--- config.mk ---
export PLATFORM = sky130hd
export DESIGN_NAME = dcache_direct
export DESIGN_NICKNAME = d
export VERILOG_FILES = /design/src/rtl/dcache_direct.sv
export SDC_FILE = /design/constraint.sdc
export NUM_CORES = 2
export LEC_CHECK = 0
export BUFFER_PORTS_ARGS = -buffer_cell sky130_fd_sc_hd__buf_4
export CORE_ASPECT_RATIO = 1.75
export CORE_MARGIN = 1
export CORE_UTILIZATION = 30
export DETAILED_ROUTE_END_ITERATION = 12
export GPL_TIMING_DRIVEN = 1
export PLACE_DENSITY = 0.53
export SYNTH_ARGS = -nofsm -noshare
export SYNTH_HDL_FRONTEND = slang
export SYNTH_SLANG_ARGS = --single-unit
--- constraint.sdc ---
create_clock -name clk -period 8.4 [get_ports clk]
set_input_delay 0 -clock clk [delete_from_list [all_inputs] [get_ports clk]]
set_output_delay 0 -clock clk [all_outputs]
set_load 0.05 [all_outputs]
--- src/rtl/dcache_direct.sv ---
// Direct-mapped, write-through, no-write-allocate data cache (4-word lines) in front of a req/ack word memory.
// Latency: load hit is combinational (0 stall); miss stalls 1 + refill beats; store stalls until mem_ack.
// Backpressure: stall holds the CPU request stable; mem_req is held with stable addr/data/strb until mem_ack.
//
// Ports: clk, rst_n (async, active-low); CPU side RE, WE, A, WD, AddressingControl (funct3) -> RD, stall;
//        memory side mem_req, mem_we, mem_addr, mem_wdata, mem_wstrb <- mem_rdata, mem_ack.
// Optional: define DCACHE_STATS_EN to add 32-bit hit_count / miss_count outputs.
module dcache_direct #(
  parameter int XLEN          = 32,
  parameter int ADDRESS_WIDTH = 17,
  parameter int LINES         = 16
) (
  input  logic            clk,
  input  logic            rst_n,
  input  logic            RE,
  input  logic            WE,
  input  logic [XLEN-1:0] A,
  input  logic [XLEN-1:0] WD,
  input  logic [2:0]      AddressingControl,
  output logic [XLEN-1:0] RD,
  output logic            stall,
  output logic            mem_req,
  output logic            mem_we,
  output logic [XLEN-1:0] mem_addr,
  output logic [XLEN-1:0] mem_wdata,
  output logic [3:0]      mem_wstrb,
  input  logic [XLEN-1:0] mem_rdata,
  input  logic            mem_ack
`ifdef DCACHE_STATS_EN
  ,
  output logic [31:0]     hit_count,
  output logic [31:0]     miss_count
`endif
);

  localparam int IDX_W = $clog2(LINES);
  localparam int TAG_W = ADDRESS_WIDTH - 4 - IDX_W;

  typedef enum logic [1:0] {IDLE, REFILL, WRITE} state_t;

  state_t state_q, state_d;

  // Line storage
  logic [LINES-1:0] valid_q;
  logic [TAG_W-1:0] tag_q  [LINES];
  logic [XLEN-1:0]  data_q [LINES][4];

  // Refill / write-through context
  logic [1:0]               cnt_q,   cnt_d;
  logic [ADDRESS_WIDTH-1:4] base_q,  base_d;
  logic [ADDRESS_WIDTH-1:2] waddr_q, waddr_d;
  logic [XLEN-1:0]          wdata_q, wdata_d;
  logic [3:0]               wstrb_q, wstrb_d;
  logic                     whit_q,  whit_d;
  // Set for the IDLE cycle right after a refill, so the replayed load is not counted as a hit
  logic                     post_refill_q, post_refill_d;

  logic            stall_c;
  logic [XLEN-1:0] rd_c;
  logic            refill_wr, set_valid, merge_wr;
  logic            hit_inc, miss_inc;

  // Lookup of the current CPU address
  logic [IDX_W-1:0] lk_idx;
  logic [TAG_W-1:0] lk_tag;
  logic [1:0]       lk_word;
  logic             lk_hit;
  logic [XLEN-1:0]  lk_dat;

  assign lk_idx  = A[3+IDX_W:4];
  assign lk_tag  = A[ADDRESS_WIDTH-1:4+IDX_W];
  assign lk_word = A[3:2];
  assign lk_hit  = valid_q[lk_idx] && (tag_q[lk_idx] == lk_tag);
  assign lk_dat  = data_q[lk_idx][lk_word];

  // Upper address bits beyond ADDRESS_WIDTH are deliberately ignored
  logic unused_a;
  assign unused_a = ^A[XLEN-1:ADDRESS_WIDTH];

  // Refill and write targets
  logic [IDX_W-1:0] r_idx;
  logic [TAG_W-1:0] r_tag;
  logic [IDX_W-1:0] w_idx;
  logic [1:0]       w_word;

  assign r_idx  = base_q[3+IDX_W:4];
  assign r_tag  = base_q[ADDRESS_WIDTH-1:4+IDX_W];
  assign w_idx  = waddr_q[3+IDX_W:4];
  assign w_word = waddr_q[3:2];

  // Load extraction
  logic [7:0]      ld_byte;
  logic [15:0]     ld_half;
  logic [XLEN-1:0] ld_dat;

  always_comb begin
    ld_byte = lk_dat[{A[1:0], 3'b000} +: 8];
    ld_half = A[1] ? lk_dat[31:16] : lk_dat[15:0];
    ld_dat  = '0;
    case (AddressingControl)
      3'b000:  ld_dat = {{(XLEN-8){ld_byte[7]}}, ld_byte};
      3'b001:  ld_dat = {{(XLEN-16){ld_half[15]}}, ld_half};
      3'b010:  ld_dat = lk_dat;
      3'b100:  ld_dat = {{(XLEN-8){1'b0}}, ld_byte};
      3'b101:  ld_dat = {{(XLEN-16){1'b0}}, ld_half};
      default: ld_dat = '0;
    endcase
  end

  // Store lane alignment: data is moved to its byte lanes with zeros elsewhere
  logic            st_ok;
  logic [3:0]      st_strb;
  logic [XLEN-1:0] st_dat;

  always_comb begin
    st_ok   = 1'b0;
    st_strb = 4'b0000;
    st_dat  = '0;
    case (AddressingControl)
      3'b000: begin
        st_ok   = 1'b1;
        st_strb = 4'b0001 << A[1:0];
        st_dat  = XLEN'(WD[7:0]) << {A[1:0], 3'b000};
      end
      3'b001: begin
        st_ok   = 1'b1;
        st_strb = A[1] ? 4'b1100 : 4'b0011;
        st_dat  = A[1] ? {WD[15:0], 16'h0000} : {16'h0000, WD[15:0]};
      end
      3'b010: begin
        st_ok   = 1'b1;
        st_strb = 4'b1111;
        st_dat  = WD;
      end
      default: ;
    endcase
  end

  // Next-state and output logic
  always_comb begin
    state_d       = state_q;
    cnt_d         = cnt_q;
    base_d        = base_q;
    waddr_d       = waddr_q;
    wdata_d       = wdata_q;
    wstrb_d       = wstrb_q;
    whit_d        = whit_q;
    stall_c       = 1'b0;
    mem_req       = 1'b0;
    mem_we        = 1'b0;
    mem_wstrb     = 4'b0000;
    rd_c          = '0;
    refill_wr     = 1'b0;
    set_valid     = 1'b0;
    merge_wr      = 1'b0;
    hit_inc       = 1'b0;
    miss_inc      = 1'b0;

    unique case (state_q)
      IDLE: begin
        if (WE) begin
          if (st_ok) begin
            stall_c = 1'b1;
            waddr_d = A[ADDRESS_WIDTH-1:2];
            wdata_d = st_dat;
            wstrb_d = st_strb;
            whit_d  = lk_hit;
            state_d = WRITE;
          end
        end else if (RE) begin
          if (lk_hit) begin
            rd_c    = ld_dat;
            hit_inc = !post_refill_q;
          end else begin
            stall_c  = 1'b1;
            base_d   = A[ADDRESS_WIDTH-1:4];
            cnt_d    = 2'd0;
            miss_inc = 1'b1;
            state_d  = REFILL;
          end
        end
      end
      REFILL: begin
        mem_req = 1'b1;
        stall_c = 1'b1;
        if (mem_ack) begin
          refill_wr = 1'b1;
          cnt_d     = cnt_q + 2'd1;
          if (cnt_q == 2'd3) begin
            set_valid = 1'b1;
            state_d   = IDLE;
          end
        end
      end
      WRITE: begin
        mem_req   = 1'b1;
        mem_we    = 1'b1;
        mem_wstrb = wstrb_q;
        // The CPU retires the store in the ack cycle
        stall_c   = !mem_ack;
        if (mem_ack) begin
          merge_wr = whit_q;
          state_d  = IDLE;
        end
      end
      default: state_d = IDLE;
    endcase
  end

  assign post_refill_d = (state_q == REFILL) && (state_d == IDLE);

  // Gate with reset so stall is low while reset is held, whatever RE does
  assign stall     = stall_c & rst_n;
  assign RD        = rd_c;
  assign mem_addr  = (state_q == REFILL) ? XLEN'({base_q, cnt_q, 2'b00})
                                         : XLEN'({waddr_q, 2'b00});
  assign mem_wdata = wdata_q;

  always_ff @(posedge clk or negedge rst_n) begin
    if (!rst_n) begin
      state_q       <= IDLE;
      cnt_q         <= 2'd0;
      base_q        <= '0;
      waddr_q       <= '0;
      wdata_q       <= '0;
      wstrb_q       <= 4'b0000;
      whit_q        <= 1'b0;
      post_refill_q <= 1'b0;
      valid_q       <= '0;
    end else begin
      state_q       <= state_d;
      cnt_q         <= cnt_d;
      base_q        <= base_d;
      waddr_q       <= waddr_d;
      wdata_q       <= wdata_d;
      wstrb_q       <= wstrb_d;
      whit_q        <= whit_d;
      post_refill_q <= post_refill_d;
      // Valid only rises after the last beat, so a partial line is never visible
      if (set_valid) begin
        valid_q[r_idx] <= 1'b1;
      end
    end
  end

  // Data and tag arrays need no reset: valid bits guard them
  always_ff @(posedge clk) begin
    if (refill_wr) begin
      data_q[r_idx][cnt_q] <= mem_rdata;
    end
    if (merge_wr) begin
      for (int b = 0; b < 4; b++) begin
        if (wstrb_q[b]) begin
          data_q[w_idx][w_word][8*b +: 8] <= wdata_q[8*b +: 8];
        end
      end
    end
    if (set_valid) begin
      tag_q[r_idx] <= r_tag;
    end
  end

`ifdef DCACHE_STATS_EN
  always_ff @(posedge clk or negedge rst_n) begin
    if (!rst_n) begin
      hit_count  <= 32'd0;
      miss_count <= 32'd0;
    end else begin
      if (hit_inc) begin
        hit_count <= hit_count + 32'd1;
      end
      if (miss_inc) begin
        miss_count <= miss_count + 32'd1;
      end
    end
  end
`else
  logic unused_stats;
  assign unused_stats = hit_inc ^ miss_inc;
`endif

endmodule

==> summary.txt <==
Outcome
  • Status: finished, violations left
  • Failing checks: hold timing

Logic synthesis
  • Seq/Total Area, Yosys: 74.1%
  • Yosys top cell by area: edfxtp_1
  • Synth warn: 0
  • FFs w/ async S/R, synth: 3.73%
  • Synth top area share: between 70% and 80%
  • Dominant cell by count in the synthesized netlist: edfxtp_1
  • Top post-synthesis cells by area: edfxtp_1 72%, mux4_2 9.7%, mux2i_1 3.2%
  • Dominant synthesized flop cell: edfxtp_1
  • Post-synthesis cell area: 0.0917 mm2
  • Post-synth EDFFs: ~2200
  • Most frequent cells after synthesis: 2192 x edfxtp_1, 395 x mux4_2, 354 x nand2_1, 335 x nor2_1, 294 x mux2i_1
  • Syn_area_per_cell: 18.9 um2
  • Cell variety after synth: 83
  • Syn Inst Count: approximately 4800
  • Synthesized flop and latch total: about 2300

Placed design
  • Dpl cell area: 0.0974 mm2
  • Port bufs: 174
  • Routability Congestion: 0.857
  • Post-DP HPWL: 190000 um
  • Worst slack at placement: roughly 3.3 ns

Detailed routing
  • Remaining antenna violation count: 0
  • WL final: between 200000 and 300000 um
  • Detailed-router iteration count before antenna repair: 8
  • DRC violations left: 0
  • Avg Vias per Cell: 5.24
  • Avg WL per Cell: 31.2 um
  • Initial DRC Count: 5014
  • Vias: 49500

Floorplanning
  • Die Y: 733 um
  • Die width: ~420 um
  • Full die area: 0.308 mm2
  • Starting density of the core: 30.2%
  • CORE AREA: 0.304 mm2
  • # IOs: 207
  • Row cnt: 268

CTS
  • Hold_buf cts: 131
  • CTS resizes: 0
  • Post-CTS Setup Inserts: 0
  • Inserted Clock Buffers: 205
  • CTS Buffer Depth: 4
  • Clk_lat worst skew: 0.93 ns
  • Clock slew at reported path FFs: 0.07 ns
  • Htree depth: 4
  • Sink Count: about 2300
  • CTS tree: built
  • CTS Root Cell: clkbuf_16

Cells and area
  • Area Growth Syn to Fin: 14.6%
  • # nets final: 5332
  • Fin area: 0.105 mm2
  • Layout cells sized above 1: 21.4%

Power and ir drop
  • Pwr/cell area: 240 mW/mm2
  • Part of the power in registers: 51.4%
  • Comb power frac: 12.0%
  • Clk pwr share: 36.6%
  • Sw power: 6.66 mW
  • Leak: 33.8 nW
  • Sw Share: 26.4%
  • Peak VDD IR: 0.173 mV
  • P_int: about 19 mW

Min path
  • WHS Endpoint: data_q[12][112]
  • Hold path depth: 4
  • Hold Crit Class: input port to flop
  • Worst Hold Launch: mem_rdata[16]

GRT
  • Largest net degree at the start of global routing: 90
  • M2 GR Usage: 32.2%
  • Initial antenna violation count: 24
  • Grt peak-use layer: met2
  • Global route total overflow: 0
  • Vias in the first global route: 50300
  • First-pass GRT wire length: just over 400000 um
  • Met1 Track Usage GR: 23.0%
  • Met3 GRT Util: 3.30%
  • GRT Resource Usage Total: between 10% and 20%

STA
  • Max Freq: 184 MHz
  • Period utilization: approximately two thirds
  • Post-Route Setup TNS: 0 ns
  • Slew headroom: 6.05%
  • Final hold violations: 2
  • Crit path time final: between 5 and 6 ns
  • RSZ-0062 raised after global routing: no
  • Hold slack final: -0.00696 ns
  • Slew @ Worst Pin: 1.37 ns
  • Max-slew violation count: 0
  • Number of setup violations in the final report: 0
  • Final Skew: 0.0834 ns
  • Setup ws final: 2.96 ns

Setup path
  • Worst R2R Path Depth: 9
  • Startpoint Class: input port
  • Worst R2R Setup Slack: 3.35 ns
  • Type of the worst setup path: input port to primary output
  • Crit. End Element: primary output
  • WP data required: 8.40 ns
  • CP Data Arrival Time: ~5.4 ns
  • Reg-to-Reg End: data_q[10][61]
  • Reg-to-Reg Start: state_q[0]
  • Crit path max fanout: 37

Flow run
  • Max_cap viols: 0
-- area by class of cell --
cell class | instances | area [um2]
well taps | 4050 | 5070
clock buffers | 262 | 5480
inverters | 16 | 70.1
diodes | 6 | 15.0
repair buffers | 465 | 3980
clock inverters | 105 | 885
flip-flops and latches | 2277 | 68000
multi-input cells | 2255 | 21700
fillers | 28600 | 199000
-- routing by layer --
layer  wire length, um  up-vias
li1                  -    20300
met1            111000    26500
met2            148000     2085
met3             21000      533
met4             14700       16
met5                90        -
-- logic make-up after synthesis --
group,Yosys count,synth area share (%)
other cells,1,0.00409
fa+ha+maj,8,0.109
flops,2277,74.1
compound gates,530,3.95
simple gates,899,4.20
xor+xnor,12,0.115
buf+inv,330,2.57
mux,789,15.0
-- per-stage QoR --
| stage | std cells | util (%) | power (mW) |
|---|---|---|---|
| after global routing | 9431 | 34.6 | 25.8 |
| after floorplan | 4862 | - | 14.7 |
| after global placement | 8932 | 32.0 | 16.1 |
| final | 9436 | 34.6 | 25.3 |
| after detailed placement | 8932 | 32.0 | 16.1 |
| after CTS | 9430 | 34.6 | 25.4 |
-- state kept, by name, indices dropped and copies added, names as in the netlist --
register   flops
base_q        13
cnt_q          2
data_q      2048
mem_wdata     32
state_q        2
tag_q        144
valid_q       16
waddr_q       15
whit_q         1
wstrb_q        4
-- worst max path at each step --
stage | cells past startpoint | end | from | slack, ns
after global routing | 13 | RD[4] | A[4] | 2.88
after detailed placement | 13 | RD[4] | A[4] | 3.27
after floorplan | 10 | data_q[0][100] | state_q[0] | 4.63
after CTS | 13 | RD[16] | A[3] | 3.19
after global placement | 13 | RD[4] | A[4] | 3.25
final | 12 | RD[22] | A[3] | 2.96
-- power groups by stage --
stage,combinational [mW],sequential [mW],clock (mW)
floorplan,1.44,13.3,0
CTS,3.01,13.0,9.36
global route,3.11,13.0,9.72
global placement,2.89,13.2,0
detailed placement,2.91,13.2,0
finish,3.03,13.0,9.23
-- critical path, cell delays in order --
cell	delay, ns
dlygate4sd3_1	0.61
buf_4	0.50
buf_4	0.68
mux2_2	0.42
o21ai_0	0.22
nor4_1	0.07
nor3_1	0.87
o22ai_1	0.45
a22oi_1	0.99
o21a_1	0.23
a21oi_1	0.07
buf_4	0.25
-- cells in the final DEF, fill, tap and decap left out, types with 45 or more instances in the layout --
cell type	n
a21oi_1	105
o221ai_1	62
mux4_2	395
nor2_1	326
o22ai_1	60
a22oi_1	48
edfxtp_1	2192
clkinv_1	47
nand2_1	317
nand3_1	45
clkbuf_1	47
dfrtp_1	85
o21ai_0	84
mux2i_1	293
clkbuf_16	208
buf_4	321
mux4_1	48
dlygate4sd3_1	130
Power figures use the tool's default switching activity.
